File: config.mk
export PLATFORM = sky130hd
export DESIGN_NAME = coproc_ctrl_fsm
export DESIGN_NICKNAME = d
export VERILOG_FILES = /design/src/rtl/coproc_ctrl_pkg.sv /design/src/rtl/coproc_ctrl_timer.sv /design/src/rtl/coproc_ctrl_fsm.sv
export SDC_FILE = /design/constraint.sdc
export NUM_CORES = 1
export LEC_CHECK = 0
export CAP_MARGIN = 20
export CORE_ASPECT_RATIO = 0.6
export CORE_MARGIN = 4
export CORE_UTILIZATION = 40
export DETAILED_ROUTE_END_ITERATION = 12
export GPL_TIMING_DRIVEN = 0
export PLACE_DENSITY = 0.76
export SYNTH_ARGS = -nofsm -noshare
export SYNTH_HDL_FRONTEND = slang
export SYNTH_SLANG_ARGS = --single-unit
File: constraint.sdc
create_clock -name clk -period 2 [get_ports clk]
set_input_delay 0.5 -clock clk [delete_from_list [all_inputs] [get_ports clk]]
set_output_delay 0.5 -clock clk [all_outputs]
set_load 0.005 [all_outputs]
File: src/rtl/coproc_ctrl_pkg.sv
// Shared types and constants for the coprocessor control sequencer:
// data/address widths, opcode values, opcode classes and FSM states.
package coproc_ctrl_pkg;

  localparam int ADDR_W = 8;
  localparam int DATA_W = 16;
  localparam int OP_W   = 4;

  typedef enum logic [OP_W-1:0] {
    OP_NOP   = 4'd0,
    OP_LOAD  = 4'd1,
    OP_ADD   = 4'd2,
    OP_SUB   = 4'd3,
    OP_MUL   = 4'd4,
    OP_AND   = 4'd5,
    OP_OR    = 4'd6,
    OP_XOR   = 4'd7,
    OP_STORE = 4'd8
  } opcode_e;

  typedef enum logic [1:0] {
    CLS_NOP,
    CLS_LOAD,
    CLS_ALU,
    CLS_STORE
  } op_class_e;

  typedef enum logic [2:0] {
    ST_IDLE,
    ST_WR,
    ST_RD,
    ST_RWAIT,
    ST_RHOLD,
    ST_ASTART,
    ST_AWAIT,
    ST_DONE
  } state_e;

  // Any opcode with bit 3 set is a STORE; 2..7 are ALU operations.
  function automatic op_class_e op_class(input logic [OP_W-1:0] op);
    if (op[3])
      return CLS_STORE;
    else if (op == OP_NOP)
      return CLS_NOP;
    else if (op == OP_LOAD)
      return CLS_LOAD;
    else
      return CLS_ALU;
  endfunction

endpackage

File: src/rtl/coproc_ctrl_timer.sv
// Loadable up-counter with a terminal-count flag. The sequencer shares one
// instance between the memory read-latency wait and the ALU watchdog.
module coproc_ctrl_timer #(
  parameter int CNT_W = 8
) (
  input  logic             clk,
  input  logic             rst_n,
  input  logic             load,
  input  logic [CNT_W-1:0] load_val,
  input  logic             en,
  input  logic [CNT_W-1:0] limit,
  output logic             tc
);

  logic [CNT_W-1:0] cnt;

  // Count register: load has priority over increment.
  always_ff @(posedge clk) begin
    if (!rst_n)
      cnt <= '0;
    else if (load)
      cnt <= load_val;
    else if (en)
      cnt <= cnt + 1'b1;
  end

  assign tc = (cnt == limit);

endmodule

File: src/rtl/coproc_ctrl_fsm.sv
// Coprocessor control sequencer: accepts one decoded instruction at a time
// and drives memory read/write or ALU start/done handshakes, returning LOAD
// results and pulsing done when each instruction retires.
// Optional build macro CTRL_TIMEOUT_EN enables the ALU watchdog and sticky err.
module coproc_ctrl_fsm
  import coproc_ctrl_pkg::*;
#(
  parameter int MEM_RD_LAT     = 2,
  parameter int TIMEOUT_CYCLES = 1024
) (
  input  logic              clk,
  input  logic              rst_n,
  input  logic              instr_valid,
  output logic              instr_ready,
  input  logic [OP_W-1:0]   dec_opcode,
  input  logic [ADDR_W-1:0] dec_adrs,
  input  logic [DATA_W-1:0] dec_data,
  output logic [ADDR_W-1:0] mem_addr,
  output logic [DATA_W-1:0] mem_wdata,
  output logic              mem_we,
  output logic              mem_re,
  input  logic [DATA_W-1:0] mem_rdata,
  output logic [OP_W-1:0]   alu_op,
  output logic              alu_start,
  input  logic              alu_done,
  output logic              result_valid,
  output logic [DATA_W-1:0] result_data,
  input  logic              result_ready,
  output logic              busy,
  output logic              done,
  output logic              err,
  input  logic              err_clr
);

  localparam int CNT_MAX = (TIMEOUT_CYCLES > MEM_RD_LAT) ? TIMEOUT_CYCLES : MEM_RD_LAT;
  localparam int CNT_W   = $clog2(CNT_MAX + 1);
  localparam logic [CNT_W-1:0] RD_LIM = CNT_W'(MEM_RD_LAT - 1);

  state_e            state_q, state_d;
  logic [OP_W-1:0]   op_q;
  logic [ADDR_W-1:0] adrs_q;
  logic [DATA_W-1:0] data_q;
  logic [DATA_W-1:0] result_q;
  logic              err_q;
  logic              accept;
  logic              tmr_load, tmr_en, tmr_tc;
  logic [CNT_W-1:0]  tmr_limit;
  logic              wd_expire;

  assign accept = instr_valid && (state_q == ST_IDLE);

  // The timer restarts from zero on entry to RWAIT (loaded in RD) and on
  // entry to AWAIT (loaded in ASTART).
  assign tmr_load = (state_q == ST_RD) || (state_q == ST_ASTART);

`ifdef CTRL_TIMEOUT_EN
  localparam logic [CNT_W-1:0] WD_LIM = CNT_W'(TIMEOUT_CYCLES - 1);

  assign tmr_en    = (state_q == ST_RWAIT) || (state_q == ST_AWAIT);
  assign tmr_limit = (state_q == ST_AWAIT) ? WD_LIM : RD_LIM;
  assign wd_expire = (state_q == ST_AWAIT) && tmr_tc && !alu_done;

  // Sticky watchdog error; a clear request wins over a same-cycle expiry.
  always_ff @(posedge clk) begin
    if (!rst_n)
      err_q <= 1'b0;
    else if (err_clr)
      err_q <= 1'b0;
    else if (wd_expire)
      err_q <= 1'b1;
  end
`else
  logic unused_err_clr;

  assign tmr_en         = (state_q == ST_RWAIT);
  assign tmr_limit      = RD_LIM;
  assign wd_expire      = 1'b0;
  assign err_q          = 1'b0;
  assign unused_err_clr = err_clr;
`endif

  coproc_ctrl_timer #(
    .CNT_W(CNT_W)
  ) u_timer (
    .clk      (clk),
    .rst_n    (rst_n),
    .load     (tmr_load),
    .load_val ('0),
    .en       (tmr_en),
    .limit    (tmr_limit),
    .tc       (tmr_tc)
  );

  // State register.
  always_ff @(posedge clk) begin
    if (!rst_n)
      state_q <= ST_IDLE;
    else
      state_q <= state_d;
  end

  // Next-state logic.
  always_comb begin
    state_d = state_q;
    unique case (state_q)
      ST_IDLE: begin
        if (instr_valid) begin
          unique case (op_class(dec_opcode))
            CLS_NOP:   state_d = ST_DONE;
            CLS_LOAD:  state_d = ST_RD;
            CLS_ALU:   state_d = ST_ASTART;
            CLS_STORE: state_d = ST_WR;
            default:   state_d = ST_IDLE;
          endcase
        end
      end
      ST_WR:     state_d = ST_DONE;
      ST_RD:     state_d = ST_RWAIT;
      ST_RWAIT:  if (tmr_tc) state_d = ST_RHOLD;
      ST_RHOLD:  if (result_ready) state_d = ST_DONE;
      ST_ASTART: state_d = ST_AWAIT;
      ST_AWAIT:  if (alu_done || wd_expire) state_d = ST_DONE;
      ST_DONE:   state_d = ST_IDLE;
      default:   state_d = ST_IDLE;
    endcase
  end

  // Output decode: all strobes are single-state Moore outputs.
  always_comb begin
    instr_ready  = 1'b0;
    busy         = 1'b1;
    done         = 1'b0;
    mem_we       = 1'b0;
    mem_re       = 1'b0;
    alu_start    = 1'b0;
    result_valid = 1'b0;
    unique case (state_q)
      ST_IDLE: begin
        instr_ready = 1'b1;
        busy        = 1'b0;
      end
      ST_WR:     mem_we       = 1'b1;
      ST_RD:     mem_re       = 1'b1;
      ST_RHOLD:  result_valid = 1'b1;
      ST_ASTART: alu_start    = 1'b1;
      ST_DONE:   done         = 1'b1;
      default:   ;
    endcase
  end

  // Instruction fields latched on accept; LOAD data captured on the last
  // latency cycle. Cleared by reset so a reset drops any pending result.
  always_ff @(posedge clk) begin
    if (!rst_n) begin
      op_q     <= '0;
      adrs_q   <= '0;
      data_q   <= '0;
      result_q <= '0;
    end else begin
      if (accept) begin
        op_q   <= dec_opcode;
        adrs_q <= dec_adrs;
        data_q <= dec_data;
      end
      if ((state_q == ST_RWAIT) && tmr_tc)
        result_q <= mem_rdata;
    end
  end

  assign mem_addr    = adrs_q;
  assign mem_wdata   = data_q;
  assign alu_op      = op_q;
  assign result_data = result_q;
  assign err         = err_q;

endmodule

* After elaboration in Yosys (flattened, before gate mapping)
Cells that the tools add are included.
Word-level totals: bits in registers 58, bits in latches 0, memory bits (writable) 0, bits in read-only memories 0, bits of input ports 50, output and inout port bits 52, memories 0
Operators by class: add/sub/neg operators 1, $mul 0, divide/modulo/power cells 0, $lt $le $gt $ge 0, equal/unequal tests 16, shifts and indexed selects 0, mux-type cells 18, bitwise operators 1, reductions and logical operators 8
Operators with widths (number):
- $pmux W3 S8 | 1
- $eq A3 B3 Y1 const B | 4
- $mux W3 | 4
- $pmux W3 S4 | 1
- $add A11 B1 Y11 const B | 1
- $eq A11 B1 Y1 const B | 1
- $mux W2 | 5
- $mux W1 | 7
- $eq A3 B2 Y1 const B | 2
- $ne A2 B2 Y1 const B | 3
- $eq A2 B2 Y1 const B | 2
- $eq A4 B1 Y1 const B | 1
- $logic_not A4 Y1 | 1
- $reduce_and A4 Y1 | 1
- $eq A3 B1 Y1 const B | 1
- $logic_not A3 Y1 | 1
- $eq A2 B1 Y1 const B | 1
- $logic_and A1 B1 Y1 | 2
- $logic_not A2 Y1 | 1
- $ne A2 B1 Y1 const B | 1
- $reduce_or A2 Y1 | 1
- $logic_or A1 B1 Y1 | 1
- $not A1 Y1 | 1

* Logic depth before layout (Yosys ltp)
depth after elaboration 10, depth in mapped cells 7

* Hierarchy
A second synthesis with hierarchy kept.
Unflattened totals: cells, all modules 327, area total of the unflattened synthesis 2862.7 sq um
Modules (own cells, without submodules):
- coproc_ctrl_fsm | times used 1, cells an instance 234, area an instance 2088.3 sq um, seq. area each 940.9 sq um
- coproc_ctrl_timer | times used 1, cells an instance 93, area an instance 774.5 sq um, seq. area each 220.2 sq um

* Worst setup path after synthesis
Ideal clock, no wire load.
path kind reg-to-reg, start point register u_timer.cnt[1], end point register result_q[0] (netlist: result_data[0]), data arrival time 1292 ps, required time 1884 ps, setup slack 592 ps, stages on the path, launching flop included 8, buffers on the path 1, clock period less this slack 1408 ps, cells stage by stage dfxtp_1 inv_1 ha_1 and4b_1 nand2_4 buf_6 mux2i_1 nor2b_1
On the way: cells in the longest elaborated chain, start to end 2
RTL lines:
- start, declared | line coproc_ctrl_timer.sv:15 | logic [CNT_W-1:0] cnt;
- start signal, assigned | line coproc_ctrl_timer.sv:22 | cnt <= load_val;
- start signal, assigned | line coproc_ctrl_timer.sv:24 | cnt <= cnt + 1'b1;
- $eq A11 B1 Y1 | line coproc_ctrl_timer.sv:27 | assign tc = (cnt == limit);
- $logic_and A1 B1 Y1 | line coproc_ctrl_fsm.sv:165 | if ((state_q == ST_RWAIT) && tmr_tc)
- end signal, assigned | line coproc_ctrl_fsm.sv:166 | result_q <= mem_rdata;
- end, declared | line coproc_ctrl_fsm.sv:43 | logic [DATA_W-1:0] result_q;
Every way passes these cells. A chain may end at the register's enable or synchronous reset.

* Final worst setup path
start point register state_q[2], end point output port busy
On the way: cells in the longest elaborated chain, start to end 2
RTL lines:
- start, declared | line coproc_ctrl_fsm.sv:39 | state_e state_q, state_d;
- start signal, assigned | line coproc_ctrl_fsm.sv:99 | state_q <= state_d;
- $logic_not A3 Y1 | line coproc_ctrl_fsm.sv:137 | unique case (state_q)
- $mux W1 | line coproc_ctrl_fsm.sv:137
- end, declared | line coproc_ctrl_fsm.sv:29 | output logic busy,
Every way passes these cells.

==> impl_results.md <==
- Status: completed
- Pin count of the biggest net entering global routing: 11
- Clock buffer count from CTS: 9
- Fmax: 524 MHz
- Post-CTS Repair Setup Buffers: 0
- Initial core utilization: 42.3%
- Worst Hold Slack: 0.455 ns
- Area of the multi-input gates: 1150 um^2
- Congestion Overflow GR: 0
- Port bufs: 98
- Row count: 21
- Final WS setup: 0.0917 ns
- Peak VDD IR: 0.666 mV
- Hold crit path type: flip-flop to flip-flop
- WL final: 6250 um
- Worst slack after detailed placement: -0.0307 ns
- Largest fanout on the critical path: 9
- Yosys reg bits: 58
- Ys async rst share: 0%
- IO Pins: 102
- Synth Area in Compound Gates: 11.8%
- Final Max Tran Viols: 0
- Pwr dens: 1020 nW/um^2
- WL per Instance: 13.6 um
- Vias: 2174
- Post-synth EDFFs: 0
- Clock Tree Buf Depth: 2
- Final Hold Viols: 0
- XOR/XNOR Fraction of Synth Area: 3.61%
- Die area: 7410 um^2
- Synthesized net count: 318
- WS Path Type: flip-flop to primary output
- Final worst-path cycle share: 95.4%
- GRT Overall Usage: 17.9%
- Synthesized area: 2420 um^2
- Max cap viols: 0
- Combinational family with the most area after synthesis: simple AND/OR/NAND/NOR gates
- Element type at the critical path start: flip-flop
- Layout cells sized above 1: 8.42%
- Nets: 427
- Root Buffer: clkbuf_8
- Synth cell types: 38
- Die width: 109 um
- Layout fillers: 516
- Die H: 68.3 um
- Drt via density: 4.73
- Drt first pass iters: 4
- Simple-Gate Fraction of Synth Area: 23.7%
- Clock slew at reported path FFs: 0.06 ns
- GPL Wtd Cong: 0.837
- Core Area: 5730 um^2
- Tmin final: 1.91 ns
- Seq/Total Area, Yosys: 47.9%
- DR iter-0 viols: 83
- Number of nets with antenna violations after routing: 0
- Synthesis-to-layout area growth: 54.5%
- First-pass GRT wire length: 10200 um
- Htree depth: 3
- Lkg Pwr: 1.53 nW
- Sequential standard cell area: 1160 um^2
- Avg Cell Area, Syn: 9.12 um^2
- RSZ-0062 raised after global routing: no
- Initial antenna violation count: 0
- Clock Skews: 0.00585 ns
- DRC viols: 0
- Worst skew pair latency: 0.33 ns
- CP Data Required Time: 1.50 ns
- Vias in the first global route: 2154
- Most used DFF post-synth: dfxtp_1
- Gate count of the mapped netlist: 266
- Yosys warning count: 0
- Post-route setup TNS: 0 ns
- DP Wirelength: 4770 um
- Critical Path End Type: primary output
- Final Util: 65.4%
- Worst Path Arrival: 1.41 ns
- CTS tree: done
- Mux contribution to synthesized area: 7.07%
- Area share of fa/ha/maj cells after synthesis: 1.03%
- Setup violators final: 0
- # diodes: 0
- Clk sinks: 58
## power breakdown
group	leakage (nW)	switching [mW]	internal [mW]
combinational	0.940	0.558	0.602
sequential	0.471	0.0872	1.31
clock	0.120	0.446	0.821
total	1.53	1.09	2.73
## logic make-up (layout without fill, tap and decap cells)
| kind of cell | Yosys count | in the layout |
|---|---|---|
| compound gates | 38 | 38 |
| xor+xnor | 10 | 10 |
| fa+ha+maj | 2 | 2 |
| buf+inv | 19 | 133 |
| flops | 58 | 58 |
| mux | 17 | 17 |
| other cells | 1 | 1 |
| simple gates | 121 | 121 |
## flip-flops by register name, summed over array words and instances, names as in the netlist
signal	count
mem_wdata	16
state_q	3
result_data	16
mem_addr	8
u_timer.cnt	11
alu_op	4
## critical path: stages (launching register included)
cell and delay, ns:
dfxtp_1 0.30, buf_4 0.16, nor3_4 0.25, inv_1 0.10, dlygate4sd2_1 0.27
## cell usage after synthesis (2+ instances only)
master    instances  area, um^2
clkbuf_1          7        26.3
buf_2             3        15.0
inv_1             2        7.51
nand2_1          65         244
a21boi_1          7        52.6
xor2_1            8        70.1
dfxtp_1          58        1160
nand4_1           3        18.8
and2_1            2        12.5
and3_1            4        25.0
a21boi_0         21         158
a21oi_1           3        15.0
xnor2_1           2        17.5
buf_6             4        45.0
nor2b_1          17         106
mux2i_1          16         160
nor2_1           17        63.8
ha_1              2        25.0
buf_4             3        22.5
nand3_1           3        15.0
nor4_1            2        12.5
## what timing repair did
item / CTS / global route
gates resized for setup: 13 / 0
setup endpoints to repair: 7 / 0
hold buffers: 0 / 0
## path summary, 6_finish.rpt
path / start / to / slack, ns / cells past startpoint
max: state_q[2] / busy / 0.09 / 4
min: mem_wdata[5] / mem_wdata[5] / 0.46 / 2
max reg2reg: u_timer.cnt[2] / result_data[9] / 0.31 / 6
min reg2reg: mem_wdata[5] / mem_wdata[5] / 0.46 / 2
## layer usage
layer  up-vias  global-route usage, %  wire length, um  share of wire (%)
li1       1091                      -                -                  -
met1      1006                   22.2             2910                 47
met2        67                   27.2             2650                 42
met3        10                   9.05              617                9.9
met4         0                   5.67               74                1.2
met5         -                      0                0                  0
## cell usage in the layout (no fill, tap or decap), types with 4 or more instances in the layout
master            n
nor2_1           16
clkbuf_8          9
nand2_1          65
mux2i_1          16
buf_6             4
clkbuf_1          8
a21boi_1          7
dlygate4sd2_1     7
a21boi_0         21
buf_4             5
and3_1            4
clkdlybuf4s50_1  91
dfxtp_1          57
nor2b_1          17
xor2_1            8
## through the flow
step           instance area (um^2)  std cells  power [mW]
2_1_floorplan                  2420        266        2.00
3_3_place_gp                   3510        444        2.56
3_5_place_dp                   3510        444        2.59
4_1_cts                        3750        460        3.86
5_1_grt                        3750        460        4.05
6_report                       3750        460        3.82
## layout make-up
| type | count | share of cell area [%] |
|---|---|---|
| flip-flops and latches | 58 | 31.1 |
| multi-input cells | 189 | 30.8 |
| inverters | 2 | 0.200 |
| clock buffers | 10 | 3.41 |
| well taps | 80 | 2.67 |
| repair buffers | 98 | 26.0 |
| clock inverters | 6 | 2.81 |
| plain buffers | 17 | 3.04 |
No activity file was read; power rests on OpenSTA's default activity.
